===== src/rtl/zmod_pkg.sv =====
// Shared constants and state type for the zmod transmit path.
// Holds link words (sync, idle, header marker) and the framer state enum.
package zmod_pkg;

    localparam logic [7:0]  SYNC_WORD = 8'b0000_0001;
    localparam logic [7:0]  IDLE_BYTE = 8'h5A;
    localparam logic [23:0] IDLE_WORD = {3{IDLE_BYTE}};
    localparam logic [7:0]  HDR_MARK  = 8'hA5;

    typedef enum logic [2:0] {
        TRAIN,
        IDLE,
        HDR,
        PAYLOAD,
        CKSUM
    } framer_state_t;

endpackage


===== src/rtl/zmod_tx_train_gen.sv =====
// Training counter for the zmod tx framer.
// Ports: clk, rst (sync, active-high), clr (restart at 0), en (advance),
// count (24-bit training word), done (last word of a burst this cycle).
module zmod_tx_train_gen #(
    parameter int TRAIN_WORDS = 1024
) (
    input  logic        clk,
    input  logic        rst,
    input  logic        clr,
    input  logic        en,
    output logic [23:0] count,
    output logic        done
);

    assign done = en & (count == 24'(TRAIN_WORDS - 1));

    always_ff @(posedge clk) begin
        if (rst || clr) begin
            count <= '0;
        end else if (en) begin
            count <= count + 24'd1;
        end
    end

endmodule


===== src/rtl/zmod_tx_framer.sv =====
// Transmit framer for the zmod LVDS link: training bursts, then length-
// prefixed checksummed frames separated by idle words.
// Ports: clk, rst (sync, active-high), train_req, s_data/s_valid/s_sof/s_len
// in, s_ready out; lane_d (data lanes), sync_d, training, frame_cnt,
// underrun and len_err (sticky) out.
module zmod_tx_framer
    import zmod_pkg::*;
#(
    parameter int N_LANES     = 3,
    parameter int MAX_LEN     = 256,
    parameter int TRAIN_WORDS = 1024
) (
    input  logic                    clk,
    input  logic                    rst,
    input  logic                    train_req,
    input  logic [8*N_LANES-1:0]    s_data,
    input  logic                    s_valid,
    input  logic                    s_sof,
    input  logic [15:0]             s_len,
    output logic                    s_ready,
    output logic [N_LANES-1:0][7:0] lane_d,
    output logic [7:0]              sync_d,
    output logic                    training,
    output logic [15:0]             frame_cnt,
    output logic                    underrun,
    output logic                    len_err
);

    localparam int W = 8 * N_LANES;
    localparam logic [W-1:0] IDLE_W = {N_LANES{IDLE_BYTE}};

    framer_state_t state, state_nx;

    logic [15:0]  rem, rem_nx;
    logic [W-1:0] sum, sum_nx;
    logic [W-1:0] lane_nx, hdr_w;
    logic         pend, pend_nx;
    logic         urun_set, lerr_set, cnt_inc;
    logic         oversize;
    logic         tg_clr, tg_en, tg_done;
    logic [23:0]  tg_count;

    zmod_tx_train_gen #(
        .TRAIN_WORDS(TRAIN_WORDS)
    ) u_train (
        .clk  (clk),
        .rst  (rst),
        .clr  (tg_clr),
        .en   (tg_en),
        .count(tg_count),
        .done (tg_done)
    );

    assign sync_d   = SYNC_WORD;
    assign oversize = {1'b0, s_len} > 17'(MAX_LEN);
    // Marker rides on the top lane, length in the low 16 bits.
    assign hdr_w    = W'(rem) | (W'(HDR_MARK) << (W - 8));

    always_ff @(posedge clk) begin
        if (rst) begin
            state <= TRAIN;
        end else begin
            state <= state_nx;
        end
    end

    always_comb begin
        state_nx = state;
        rem_nx   = rem;
        sum_nx   = sum;
        lane_nx  = IDLE_W;
        pend_nx  = pend;
        urun_set = 1'b0;
        lerr_set = 1'b0;
        cnt_inc  = 1'b0;
        s_ready  = 1'b0;
        tg_en    = 1'b0;
        tg_clr   = 1'b1;
        unique case (state)
            TRAIN: begin
                tg_en   = 1'b1;
                tg_clr  = train_req;
                lane_nx = W'(tg_count);
                if (!train_req && tg_done) begin
                    state_nx = IDLE;
                end
            end
            IDLE: begin
                // Orphan beats are swallowed; an oversize SOF is swallowed too.
                s_ready = ~s_sof | (s_valid & oversize);
                if (s_valid && s_sof) begin
                    if (oversize) begin
                        lerr_set = 1'b1;
                    end else begin
                        rem_nx   = s_len;
                        state_nx = HDR;
                    end
                end
                if (train_req || pend) begin
                    state_nx = TRAIN;
                end
            end
            HDR: begin
                lane_nx  = hdr_w;
                sum_nx   = '0;
                pend_nx  = pend | train_req;
                state_nx = (rem == 16'd0) ? CKSUM : PAYLOAD;
            end
            PAYLOAD: begin
                s_ready = 1'b1;
                pend_nx = pend | train_req;
                if (s_valid) begin
                    lane_nx = s_data;
                    sum_nx  = sum + s_data;
                    rem_nx  = rem - 16'd1;
                    if (rem == 16'd1) begin
                        state_nx = CKSUM;
                    end
                end else begin
                    urun_set = 1'b1;
                    state_nx = IDLE;
                end
            end
            CKSUM: begin
                lane_nx  = sum;
                sum_nx   = '0;
                cnt_inc  = 1'b1;
                state_nx = (pend || train_req) ? TRAIN : IDLE;
            end
            default: begin
                state_nx = TRAIN;
            end
        endcase
        if (state_nx == TRAIN) begin
            pend_nx = 1'b0;
        end
    end

    always_ff @(posedge clk) begin
        if (rst) begin
            lane_d    <= IDLE_W;
            training  <= 1'b0;
            frame_cnt <= '0;
            underrun  <= 1'b0;
            len_err   <= 1'b0;
            rem       <= '0;
            sum       <= '0;
            pend      <= 1'b0;
        end else begin
            lane_d    <= lane_nx;
            training  <= (state == TRAIN);
            frame_cnt <= frame_cnt + 16'(cnt_inc);
            underrun  <= underrun | urun_set;
            len_err   <= len_err | lerr_set;
            rem       <= rem_nx;
            sum       <= sum_nx;
            pend      <= pend_nx;
        end
    end

endmodule


===== config.mk =====
export PLATFORM = sky130hd
export DESIGN_NAME = zmod_tx_framer
export DESIGN_NICKNAME = d
export VERILOG_FILES = /design/src/rtl/zmod_pkg.sv /design/src/rtl/zmod_tx_train_gen.sv /design/src/rtl/zmod_tx_framer.sv
export SDC_FILE = /design/constraint.sdc
export NUM_CORES = 1
export LEC_CHECK = 0
export CAP_MARGIN = 20
export CORE_MARGIN = 2
export CORE_UTILIZATION = 50
export DETAILED_ROUTE_END_ITERATION = 16
export GPL_TIMING_DRIVEN = 0
export PLACE_DENSITY_LB_ADDON = 0.12
export SETUP_SLACK_MARGIN = 0.02
export SKIP_LAST_GASP = 1
export SLEW_MARGIN = 30
export SYNTH_ARGS = -nofsm -noshare
export SYNTH_HDL_FRONTEND = slang
export SYNTH_SLANG_ARGS = --single-unit

===== constraint.sdc =====
create_clock -name clk -period 4.2 [get_ports clk]
set_clock_uncertainty 0.15 [all_clocks]
set_input_delay 0.63 -clock clk [delete_from_list [all_inputs] [get_ports clk]]
set_output_delay 0.63 -clock clk [all_outputs]
set_load 0.02 [all_outputs]

==> summary.md <==
| Metric | Value |
|---|---|
| Status | `finished clean` |
| Number of global-route vias before repair | `5754` |
| Clk sinks | `111` |
| Largest net degree at the start of global routing | `18` |
| Warnings from Yosys | `0` |
| Initial antenna violation count | `0` |
| CTS Hold Bufs | `0` |
| Core area | `12010 µm²` |
| Clk slew on worst S/H paths | `0.07 ns` |
| # port buffers | `87` |
| F_max | `263.2 MHz` |
| DRC Markers | `0` |
| Setup TNS | `0 ns` |
| H-tree Lvls | `3` |
| Min-delay worst type | `reg -> reg` |
| LEAKAGE | `0.002984 µW` |
| Seq/Total Area, Yosys | `36.22%` |
| GPL Wtd Cong | `0.9340` |
| Grt total ovfl | `0` |
| Netlist cell types | `56` |
| Post-Synthesis Cells | `765` |
| Drt pass-1 iters | `6` |
| #FFs+latches synth | `111` |
| Vias/cell | `5.986` |
| RSZ-0062 raised after global routing | `no` |
| Worst setup EP type | `flop` |
| Required time worst endpoint | `4.30 ns` |
| ANT cells | `0` |
| HPWL Detailed | `13930 µm` |
| Max Fanout on Critical Path | `6` |
| Die Area | `13170 µm²` |
| Layout cells sized above 1 | `3.895%` |
| CTS root buf | `clkbuf_16` |
| Setup bufs post-CTS | `0` |
| P per Cell Area | `281.4 nW/µm²` |
| Fin Hold WS | `0.3350 ns` |
| Critical Path Max Stage Delay | `0.54 ns` |
| Crit path DAT | `3.90 ns` |
| Final wirelength | `18510 µm` |
| Die width | `114.8 µm` |
| Slew Limit Fails | `0` |
| Resize count post-CTS | `0` |
| Rows | `40` |
| Total track usage | `28.12%` |
| Tightest Pin Transition | `0.8148 ns` |
| P&R area growth vs syn | `22.27%` |
| CP bufs+invs | `1` |
| Tot Pwr | `2111 µW` |
| Fin. Hold Viols | `0` |
| Starting DRC count in detailed routing | `403` |
| Setup CP Type | `in -> reg` |
| Fillcell total | `1099` |
| Critical-path top delay cell | `a2111oi_0` |
| Number of vias in the routed layout | `6106` |
| Starting Density | `51.08%` |
| Most used DFF post-synth | `dfxtp_1` |
| CTS tree | `done` |
| Worst-Skew Late Latency | `0.36 ns` |
| CP Launch Type | `primary input` |
| Final setup viols | `0` |
| First-pass GRT wire length | `29020 µm` |
| Inserted Clock Buffers | `9` |
| Routed length per placed instance | `18.14 µm` |
| Cells along the critical path | `clkdlybuf4s50_1 -> ha_1 -> fa_1 -> a21o_1 -> a21o_1 -> a2111oi_0 -> o21bai_1 -> a21oi_1 -> o41ai_1 -> xor2_1 -> a22o_1` |
| Max Cap Viol | `0` |
| Antenna Nets Post-Route | `0` |
| Die height | `114.8 µm` |
| Asr flop ratio synth | `0%` |
| Post-layout util | `62.46%` |
| Number of synthesized flops with an enable pin | `0` |
| CP delay by family, top | `compound AO/OA/AOI/OAI gates` |
| Most used cell along the critical path | `a21o_1` |
| Clock buffer depth | `2` |
| Final period utilization | `90.45%` |
| Most frequent cells in the layout | `nor2_1, dfxtp_1, clkdlybuf4s50_1` |
| Final net count | `944` |
| Synthesized cell area | `6136 µm²` |
| Commonest non-fill, non-tap cell in the layout | `nor2_1` |
| Slew HR | `45.26%` |
| Peak supply drop | `0.2915 mV` |
| Min Tclk post-route | `3.799 ns` |
| I/O Pins | `97` |
| Avg Inst Size Synth | `8.021 µm²` |
==> cells by family after synthesis <==
group / count (synthesis) / synth area share, %
multiplexers: 9 / 1.468
other: 2 / 0.1224
AO/OA/AOI/OAI: 212 / 21.86
XOR/XNOR: 54 / 7.708
flip-flops: 111 / 36.22
AND/OR/NAND/NOR: 288 / 21.80
buffers and inverters: 59 / 4.588
adder cells (fa/ha/maj): 30 / 6.240
==> synth_stat cells, drive strengths merged, types with 2 or more instances <==
cell / n / area share, %
conb: 2 / 0.12
nor2: 129 / 7.9
or4: 2 / 0.31
a21o: 11 / 1.3
ha: 29 / 5.9
and4: 4 / 0.59
o21bai: 3 / 0.37
o21ai: 41 / 3.3
inv: 11 / 0.67
nand3: 30 / 2.4
o31a: 2 / 0.29
xor2: 34 / 4.9
and2: 6 / 0.63
a22oi: 30 / 3.7
o21a: 3 / 0.37
o31ai: 6 / 0.73
and2b: 2 / 0.27
xnor2: 20 / 2.9
o22ai: 2 / 0.20
mux2i: 9 / 1.5
a211oi: 7 / 0.94
a21oi: 75 / 6.1
nor4: 12 / 1.2
clkbuf: 36 / 2.2
nor2b: 6 / 0.61
o41ai: 7 / 1.0
buf: 12 / 1.7
nand2: 56 / 3.4
nor3: 11 / 0.90
or3: 7 / 0.80
dfxtp: 111 / 36
o211ai: 3 / 0.37
a22o: 15 / 2.1
and3: 8 / 0.82
nand4: 10 / 1.0
==> cell type report <==
class / count / area (µm²) / area share [%]
multi-input combinational: 601 / 3655 / 48.72
sequential: 111 / 2222 / 29.62
timing repair buffer: 87 / 870.8 / 11.61
buffer: 48 / 240.2 / 3.202
clock buffer: 11 / 232.7 / 3.102
tap: 147 / 183.9 / 2.452
clock inverter: 4 / 56.30 / 0.7505
inverter: 11 / 41.29 / 0.5504
==> registers in the layout (all words and copies together) (netlist names) <==
name           count
lane_d            24
sum               24
u_train.count     24
frame_cnt         16
rem               16
state              3
len_err            1
pend               1
training           1
underrun           1
==> where the power goes <==
group	switching (µW)	internal, µW	total, µW
logic	95.3	80.9	176
clock network	408	465	872
registers	3.51	1060	1060
==> per-layer routing <==
| metal | global-route usage (%) | vias to the layer above | part of all wire [%] | routed length [µm] |
|---|---|---|---|---|
| met5 | 0 | - | 0 | 0 |
| met4 | 10.20 | 0 | 2.6 | 480 |
| met3 | 5.271 | 35 | 6.8 | 1260 |
| met2 | 46.75 | 244 | 47 | 8692 |
| met1 | 36.70 | 2904 | 44 | 8072 |
| li1 | - | 2923 | - | - |
==> worst paths after layout <==
kind,slack (ns),start,to,depth (start not counted)
hold / removal,0.33,u_train.count[0],u_train.count[0],1
hold reg to reg,0.33,u_train.count[0],u_train.count[0],1
setup reg to reg,0.80,sum[0],sum[22],10
setup / recovery,0.40,s_data[0],sum[22],11
==> metrics by stage <==
stage / instance area [µm²] / cells / setup slack [ns]
2_1_floorplan: 6158 / 771 / 1.029
3_3_place_gp: 7213 / 1005 / 0.09954
3_5_place_dp: 7213 / 1005 / 0.08064
4_1_cts: 7502 / 1020 / 0.4485
5_1_grt: 7502 / 1020 / 0.2902
6_report: 7502 / 1020 / 0.4010
Power figures use the tool's default switching activity.
